--- config.mk ---
export PLATFORM = sky130hd
export DESIGN_NAME = instr_sequencer
export DESIGN_NICKNAME = d
export VERILOG_FILES = /design/src/rtl/instr_sequencer_pkg.sv /design/src/rtl/instr_sequencer_fetch_watchdog.sv /design/src/rtl/instr_sequencer.sv
export SDC_FILE = /design/constraint.sdc
export NUM_CORES = 1
export LEC_CHECK = 0
export ABC_CLOCK_PERIOD_IN_PS = 1930
export CAP_MARGIN = 20
export CELL_PAD_IN_SITES_DETAIL_PLACEMENT = 0
export CELL_PAD_IN_SITES_GLOBAL_PLACEMENT = 2
export CORE_MARGIN = 1
export CORE_UTILIZATION = 24
export DETAILED_ROUTE_END_ITERATION = 12
export GPL_TIMING_DRIVEN = 0
export PLACE_DENSITY_LB_ADDON = 0.1
export RECOVER_POWER = 50
export SLEW_MARGIN = 20
export SYNTH_ARGS = -nofsm -noshare
export SYNTH_HDL_FRONTEND = slang
export SYNTH_SLANG_ARGS = --single-unit
--- constraint.sdc ---
create_clock -name clk -period 1.93 [get_ports clk]
set_clock_uncertainty 0.1 [all_clocks]
set_input_delay 0.193 -clock clk [delete_from_list [all_inputs] [get_ports clk]]
set_output_delay 0.193 -clock clk [all_outputs]
set_load 0.01 [all_outputs]
--- src/rtl/instr_sequencer_pkg.sv ---
// Shared constants for the instruction sequencer: FSM encodings, opcode
// field layout, decoder opcodes and the default fetch timeout.
package instr_sequencer_pkg;

  typedef enum logic [1:0] {
    ST_IDLE  = 2'b00,
    ST_FETCH = 2'b01,
    ST_EXEC  = 2'b10,
    ST_FAULT = 2'b11
  } state_t;

  localparam int OPCODE_W = 5;

  // Decoder opcodes, found in the top OPCODE_W bits of the instruction word
  localparam logic [OPCODE_W-1:0] OP_NOP  = 5'b0_0000;
  localparam logic [OPCODE_W-1:0] OP_VAL  = 5'b0_0001;
  localparam logic [OPCODE_W-1:0] OP_HALT = 5'b1_1111;

  localparam int FETCH_TIMEOUT_DEFAULT = 15;

  function automatic logic is_halt(input logic [OPCODE_W-1:0] opcode);
    return opcode == OP_HALT;
  endfunction

endpackage

--- src/rtl/instr_sequencer_fetch_watchdog.sv ---
// Fetch watchdog: down-counter reloaded to LIMIT while clr is high and
// decremented on each enabled cycle. expired flags the LIMIT-th enabled
// cycle so the FSM can leave FETCH on that same edge.
module fetch_watchdog
  import instr_sequencer_pkg::*;
#(
  parameter int LIMIT = FETCH_TIMEOUT_DEFAULT
) (
  input  logic clk,
  input  logic reset_n,
  input  logic clr,
  input  logic en,
  output logic expired
);

  localparam int CountW = (LIMIT < 2) ? 1 : $clog2(LIMIT + 1);

  logic [CountW-1:0] count;

  // Reload on clr, otherwise count down once per waiting cycle
  always_ff @(posedge clk) begin
    if (!reset_n) begin
      count <= '0;
    end else if (clr) begin
      count <= CountW'(LIMIT);
    end else if (en && count != '0) begin
      count <= count - CountW'(1);
    end
  end

  // Terminal count: this enabled cycle is the last one allowed
  assign expired = en && (count == CountW'(1));

endmodule

--- src/rtl/instr_sequencer.sv ---
// Instruction sequencer: fetches one instruction word into ir, gives the
// external decoder a single EXEC cycle and gates its write enables, and
// stops on HALT or on a fetch timeout.
//
//   state | meaning
//   IDLE  | waiting for run or a step pulse
//   FETCH | imem_req high, waiting for imem_ack (watchdog running)
//   EXEC  | one cycle, decoder enables passed through unless HALT
//   FAULT | fetch timed out; terminal until reset
module instr_sequencer
  import instr_sequencer_pkg::*;
#(
  parameter int PROGRAM_DataWidth = 16,
  parameter int FetchTimeout      = FETCH_TIMEOUT_DEFAULT,
  parameter int RetireWidth       = 16
) (
  input  logic                         clk,
  input  logic                         reset_n,
  input  logic                         run,
  input  logic                         step,
  output logic                         imem_req,
  input  logic                         imem_ack,
  input  logic [PROGRAM_DataWidth-1:0] imem_data,
  output logic [PROGRAM_DataWidth-1:0] ir,
  input  logic                         dec_wr_en,
  input  logic                         dec_stat_wr_en,
  input  logic                         dec_cnt_wr_en,
  output logic                         rf_wr_en,
  output logic                         stat_wr_en,
  output logic                         pc_load,
  output logic                         pc_inc,
  output logic                         halted,
  output logic                         fault,
  output logic [1:0]                   state,
  output logic [RetireWidth-1:0]       retired
);

  state_t                         state_q;
  logic [PROGRAM_DataWidth-1:0]   ir_q;
  logic                           imem_req_q;
  logic                           halted_q;
  logic                           fault_q;
  logic [RetireWidth-1:0]         retired_q;
  logic                           ir_is_halt;
  logic                           exec_live;
  logic                           wd_clr;
  logic                           wd_en;
  logic                           wd_expired;

  // Watchdog stays loaded outside FETCH so every fetch starts from a full count
  assign wd_clr = (state_q != ST_FETCH);
  assign wd_en  = (state_q == ST_FETCH) && !imem_ack;

  fetch_watchdog #(
    .LIMIT (FetchTimeout)
  ) u_fetch_watchdog (
    .clk     (clk),
    .reset_n (reset_n),
    .clr     (wd_clr),
    .en      (wd_en),
    .expired (wd_expired)
  );

  assign ir_is_halt = is_halt(ir_q[PROGRAM_DataWidth-1 -: OPCODE_W]);

  // Sequencing FSM with registered imem_req/halted/fault/ir/retired
  always_ff @(posedge clk) begin
    if (!reset_n) begin
      state_q    <= ST_IDLE;
      ir_q       <= '0;
      imem_req_q <= 1'b0;
      halted_q   <= 1'b0;
      fault_q    <= 1'b0;
      retired_q  <= '0;
    end else begin
      case (state_q)
        ST_IDLE: begin
          if (!run) halted_q <= 1'b0;
          if ((run && !halted_q) || (step && !run)) begin
            state_q    <= ST_FETCH;
            imem_req_q <= 1'b1;
          end
        end
        ST_FETCH: begin
          // A late ack on the final allowed cycle still wins over the timeout
          if (imem_ack) begin
            ir_q       <= imem_data;
            state_q    <= ST_EXEC;
            imem_req_q <= 1'b0;
          end else if (wd_expired) begin
            state_q    <= ST_FAULT;
            fault_q    <= 1'b1;
            imem_req_q <= 1'b0;
          end
        end
        ST_EXEC: begin
          retired_q <= retired_q + RetireWidth'(1);
          if (ir_is_halt) begin
            halted_q <= 1'b1;
            state_q  <= ST_IDLE;
          end else if (run) begin
            state_q    <= ST_FETCH;
            imem_req_q <= 1'b1;
          end else begin
            state_q <= ST_IDLE;
          end
        end
        default: begin
          state_q    <= ST_FAULT;
          fault_q    <= 1'b1;
          imem_req_q <= 1'b0;
        end
      endcase
    end
  end

  // Decoder enables only reach the datapath during a non-HALT EXEC cycle
  assign exec_live  = (state_q == ST_EXEC) && !ir_is_halt;
  assign rf_wr_en   = exec_live && dec_wr_en;
  assign stat_wr_en = exec_live && dec_stat_wr_en;
  assign pc_load    = exec_live && dec_cnt_wr_en;
  assign pc_inc     = exec_live && !dec_cnt_wr_en;

  assign imem_req = imem_req_q;
  assign ir       = ir_q;
  assign halted   = halted_q;
  assign fault    = fault_q;
  assign state    = state_q;
  assign retired  = retired_q;

endmodule

### Word-level counts from Yosys, hierarchy flattened

Cells that the tools add are included.

| word-level totals | value |
|---|---|
| register bits | 41 |
| bits of input ports | 24 |
| output and inout bits | 41 |
| word-level logic and storage cells | 69 |

| cells by class | value |
|---|---|
| $add $sub $neg | 2 |
| equality and inequality tests | 13 |
| multiplexer cells | 20 |
| bitwise logic cells | 1 |
| reductions and logical operators | 26 |

Operators with widths:

| kind | count |
|---|---|
| $add 16x1->16 const B | 1 |
| $ne 2x2->1 const B | 6 |
| $mux 1 | 11 |
| $logic_and 1x1->1 | 10 |
| $mux 4 | 2 |
| $mux 2 | 3 |
| $pmux 2 s3 | 1 |
| $reduce_and 3->1 | 2 |
| $eq 5x5->1 const B | 1 |
| $logic_not 1->1 | 5 |
| $eq 4x1->1 const B | 1 |
| $ne 2x1->1 const B | 2 |
| $pmux 1 s2 | 2 |
| $reduce_and 2->1 | 2 |
| $reduce_and 4->1 | 1 |
| $reduce_bool 2->1 | 2 |
| $reduce_bool 4->1 | 1 |
| $sub 4x1->4 const B | 1 |
| $ne 3x2->1 const B | 1 |
| $pmux 1 s3 | 1 |
| $eq 2x1->1 const B | 1 |
| $eq 2x2->1 const B | 1 |
| $logic_not 2->1 | 1 |
| $reduce_or 2->1 | 1 |
| 2 further kinds | 2 |

### Logic depth before layout (Yosys ltp)

| logic depth | value |
|---|---|
| depth after elaboration | 6 |
| gate-level depth with buffers | 7 |
| gate-level depth less buffers | 5 |

### By module

From an unflattened synthesis, not the netlist that was laid out.

| unflattened totals | value |
|---|---|
| cells, all modules | 217 |
| area, all modules | 1835.5 um^2 |

By module, submodules not included:

| module | times used | cells an instance | area an instance (um^2) | sequential area each (um^2) |
|---|---|---|---|---|
| instr_sequencer | 1 | 190 | 1601.5 | 740.7 |
| fetch_watchdog | 1 | 27 | 234.0 | 80.1 |

### Worst setup path after synthesis

No wires, ideal clock.

| timing | value |
|---|---|
| kind | reg2reg |
| from | register state_q[1] (netlist: state[1]) |
| to | register retired_q[15] (netlist: retired[15]) |
| library setup time | 72 ps |
| data arrival time | 1514 ps |
| required time | 1758 ps |
| slack | 245 ps |
| cell stages (with the launch flop) | 6 |
| path buffers | 1 |
| period minus slack after synthesis | 1685 ps |
| path through | dfxtp_1 -> buf_2 -> nand4b_1 -> or2_1 -> nor4_1 -> mux2i_1 |

| on the way | value |
|---|---|
| longest elaborated chain between the ends | 1 |

RTL lines:

| what | line | RTL |
|---|---|---|
| start, declared | instr_sequencer.sv:38 | `state_t state_q;` |
| start signal, assigned | instr_sequencer.sv:69 | `state_q <= ST_IDLE;` |
| start signal, assigned | instr_sequencer.sv:80 | `state_q <= ST_FETCH;` |
| start signal, assigned | instr_sequencer.sv:88 | `state_q <= ST_EXEC;` |
| $eq 2x2->1 | instr_sequencer.sv:76 | `case (state_q)` |
| end signal, assigned | instr_sequencer.sv:97 | `retired_q <= retired_q + RetireWidth'(1);` |
| end, declared | instr_sequencer.sv:43 | `logic [RetireWidth-1:0] retired_q;` |

No other way between the ends.
A chain may end at the register's enable or synchronous reset.

### Worst setup path in the final report

Ends and elaborated chain as after synthesis.

==> run summary <==
The final critical delay including setup and external delays is 1810 ps. STA classifies the critical path endpoint as a flip-flop. The floorplan step defined a die boundary enclosing 7650 um2. TritonCTS built the clock tree.

The signal on the critical path passes through buf_6 > nand4b_1 > or2_1 > nor4_1 > mux2i_1. Of the cells placed in the final design, the portion with a size suffix greater than 1 is 0.0714. The post-route clock period utilization is 0.938.

By area, the combinational part of the netlist is dominated by simple AND/OR/NAND/NOR gates. In the layout the commonest cells are nand2_1, dfxtp_1, clkdlybuf4s50_1. Dividing the detail-routed wire length by the instance count gives 12.5 um. The buffering stage count on the worst path with inverters included came out at 1. Of the total synthesized cell area, the portion taken by XOR and XNOR cells is 0.0500. The run finished with clean final reports.

The filler-free cell count of the finished design is 376. The count of nets left with antenna violations once routing finished came out at 0. The worst setup path is launched from a flip-flop. The fraction of the mapped netlist area in compound gates came out at 0.139.

The switching power summed over all nets came out at 440 uW. The number of hold buffers added after CTS is 0. The filler cell count in the final layout came out at 760. The library cell used most frequently in the layout, excluding fill and tap cells, is nand2_1. The final-report hold violation count was 0. For this run, global-route usage on met1 was measured as 0.166. The maximum clock insertion buffer count came out at 2. The number of synthesis warnings is 0. The worst max-slew margin expressed relative to the limit came out at 0.650. The worst setup path is of the flip-flop to flip-flop kind. The floorplan has 30 rows. For this configuration, the core starts out at a cell density of 0.254. The number of search-and-repair iterations in the first detailed-routing pass came out at 4.

The clock latency reported for the late side of the worst-skew pair came out at 290 ps. The count of different cell masters after synthesis is 37. The global-route met2 utilization is 0.217. Clock tree synthesis selected as its root buffer the cell clkbuf_8. Power spread over the standard cell area amounts to 654 nW/um2. The upper clock frequency limit is 552 MHz. The multiplexer share of the synthesized area is 0.0114. The worst hold slack after final layout came out at 341 ps. The total half-perimeter wirelength after legalization and detailed placement came out at 3460 um.

The post-synthesis simple-gate area fraction came out at 0.276. The register bit count reported by yosys came out at 41. The first-pass GRT wire length came out at 7690 um.

The net count reported at finish is 306. The TritonCTS buffer count came out at 5. The total count of max-transition violations in the final report was 0.

Pin placement for this block handled 65 I/O pins. The first-iteration detailed-routing DRC count is 39. CTS saw 41 sinks. The number of setup violations in the final report came out at 0. The critical-path maximum fanout came out at 10. The arrival time of data at the critical path endpoint is 1940 ps. Summed over all layers, the global routing overflow is 0. The CTS H-tree depth came out at 2.

In this run the mean area of a mapped cell was 8.43 um2. The path class of the tightest hold or removal check is primary input to flip-flop. The DRC violation count after routing came out at 0. Timing analysis after detailed placement gives a worst setup slack of -157 ps. The routed design has 4700 um of wire. Relative to the synthesized area, the layout overhead comes to 48.4%. The cell internal power dissipation came out at 1260 uW. For the pin with the worst max-slew slack, the measured transition is 524 ps. Among all stages on the critical path, the largest delay is contributed by dfxtp_1. Of the total power, the share spent switching nets is 0.259. The routed layout has 1650 vias. In the global route stage, met3 resource usage came out at 0.0313. The number of instances in the synthesized netlist is 208.

The pin count of the biggest net entering global routing came out at 13. The share of total power dissipated in the clock network is 0.322. The final total negative setup slack came out at 0 ps. After clock tree synthesis, the clock-pin slew on the worst setup and hold paths is 80 ps. The worst path required time came out at 2050 ps. Input and output buffers added on the ports amount to 64. The post-synthesis adder-cell area fraction came out at 0.0214. The initial antenna violation count is 0. The via density per instance is 4.39. The family of cells with the greatest summed delay on the critical path is simple AND/OR/NAND/NOR gates.

The via count of the first global-routing pass is 1573. The relative contribution of sequential cells to total power came out at 0.536. Counting flops with a built-in enable in the synthesized netlist gives 0.

The total global routing track utilization came out at 0.131. The static leakage power came out at 0.000998 uW. The final worst slack came out at 119 ps. The region available for standard cell placement spans 6910 um2. The dominant synthesized flop cell is dfxtp_1.

The cell count after placement is 368. The antenna diode count is 0. The peak supply drop came out at 0.222 mV. The die width came out at 87.5 um. The share of synthesized registers carrying an async set or reset is 0. The tool flagged a number of max-cap violations equal to 0.

The die boundary height came out at 87.5 um. The weighted congestion reported at the end of routability-driven placement came out at 0.690. The cell area after technology mapping came out at 1750 um2. After global routing, the most crowded layer is met2.

The maximum cell stage delay along the critical path is 370 ps. The share of the yosys chip area belonging to registers came out at 0.468. The share of total power dissipated in combinational logic is 0.143. The number of nets produced by synthesis came out at 235. Setup repair after global routing left no endpoint under its margin.
## cell type report
type | instances | area (um2) | area share
Tap cell | 96 | 120 | 0.0462
Timing Repair Buffer | 65 | 643 | 0.247
Clock buffer | 6 | 72.6 | 0.0279
Sequential cell | 41 | 827 | 0.318
Clock inverter | 2 | 10.0 | 0.00385
Inverter | 6 | 22.5 | 0.00866
Buffer | 8 | 41.3 | 0.0159
Multi-Input combinational cell | 152 | 865 | 0.332
## power by group through the flow
stage                     logic, uW  registers (uW)  clock network [uW]
after floorplan                 106             936                   0
after global placement          252             931                   0
final                           243             910                 547
after global routing            270             918                 609
after detailed placement        252             931                   0
after CTS                       255             913                 578
## registers in the layout, indices dropped and copies added (netlist names)
register	cells
state	2
fault	1
u_fetch_watchdog.count	4
halted	1
imem_req	1
ir	16
retired	16
## logic make-up (layout without fill, tap and decap cells)
kind of cell,count (synthesis),after routing
mux,2,2
flops,41,41
fa+ha+maj,3,3
buf+inv,15,87
xor+xnor,10,10
compound gates,41,41
simple gates,96,96
## stage by stage
step / cell area, um2 / power, uW / util
3_3_place_gp: 2510 / 1180 / 0.364
6_report: 2600 / 1700 / 0.377
2_1_floorplan: 1750 / 1040 / -
4_1_cts: 2620 / 1750 / 0.379
5_1_grt: 2600 / 1800 / 0.377
3_5_place_dp: 2510 / 1180 / 0.364
## timing repair
action,in CTS,in global routing
buffers inserted,1,0
resized for setup,13,2
endpoints found under the setup margin,4,1
## worst register-to-register path, stage by stage, from the launching register on
cell      delay, ps
dfxtp_1         370
buf_6           150
nand4b_1        210
or2_1           340
nor4_1          370
mux2i_1         220
## cell usage after synthesis (2+ instances only)
| library cell | instances | area, um2 |
|---|---|---|
| nor3_1 | 7 | 35.0 |
| or3_1 | 3 | 18.8 |
| a311oi_1 | 2 | 17.5 |
| or4_1 | 2 | 15.0 |
| clkbuf_1 | 6 | 22.5 |
| a211oi_1 | 5 | 37.5 |
| nor4_1 | 2 | 12.5 |
| o21ai_0 | 6 | 30.0 |
| nand2_1 | 42 | 158 |
| ha_1 | 3 | 37.5 |
| inv_1 | 6 | 22.5 |
| a21oi_1 | 23 | 115 |
| nor2_1 | 14 | 52.6 |
| nand4_1 | 5 | 31.3 |
| and3_1 | 4 | 25.0 |
| mux2i_1 | 2 | 20.0 |
| xnor2_1 | 5 | 43.8 |
| dfxtp_1 | 41 | 821 |
| nand2b_1 | 3 | 18.8 |
| buf_2 | 3 | 15.0 |
| xor2_1 | 5 | 43.8 |
| nand3_1 | 4 | 20.0 |
## path summary, 6_finish.rpt
kind / from / to / slack (ps) / cells after the start
setup reg to reg: state[1]$_SDFFE_PN0P_ / retired[15]$_SDFFE_PN0P_ / 120 / 5
hold / removal: imem_data[11] / ir[11]$_SDFFE_PN0P_ / 340 / 3
setup / recovery: state[1]$_SDFFE_PN0P_ / retired[15]$_SDFFE_PN0P_ / 120 / 5
hold reg to reg: ir[7]$_SDFFE_PN0P_ / ir[7]$_SDFFE_PN0P_ / 350 / 2
## layer usage
| metal | vias up | wire, um |
|---|---|---|
| met3 | 2 | 167 |
| met1 | 747 | 2210 |
| met4 | 0 | 29 |
| met5 | - | 0 |
| met2 | 31 | 2290 |
| li1 | 870 | - |
(Power assumes the default switching activity.)
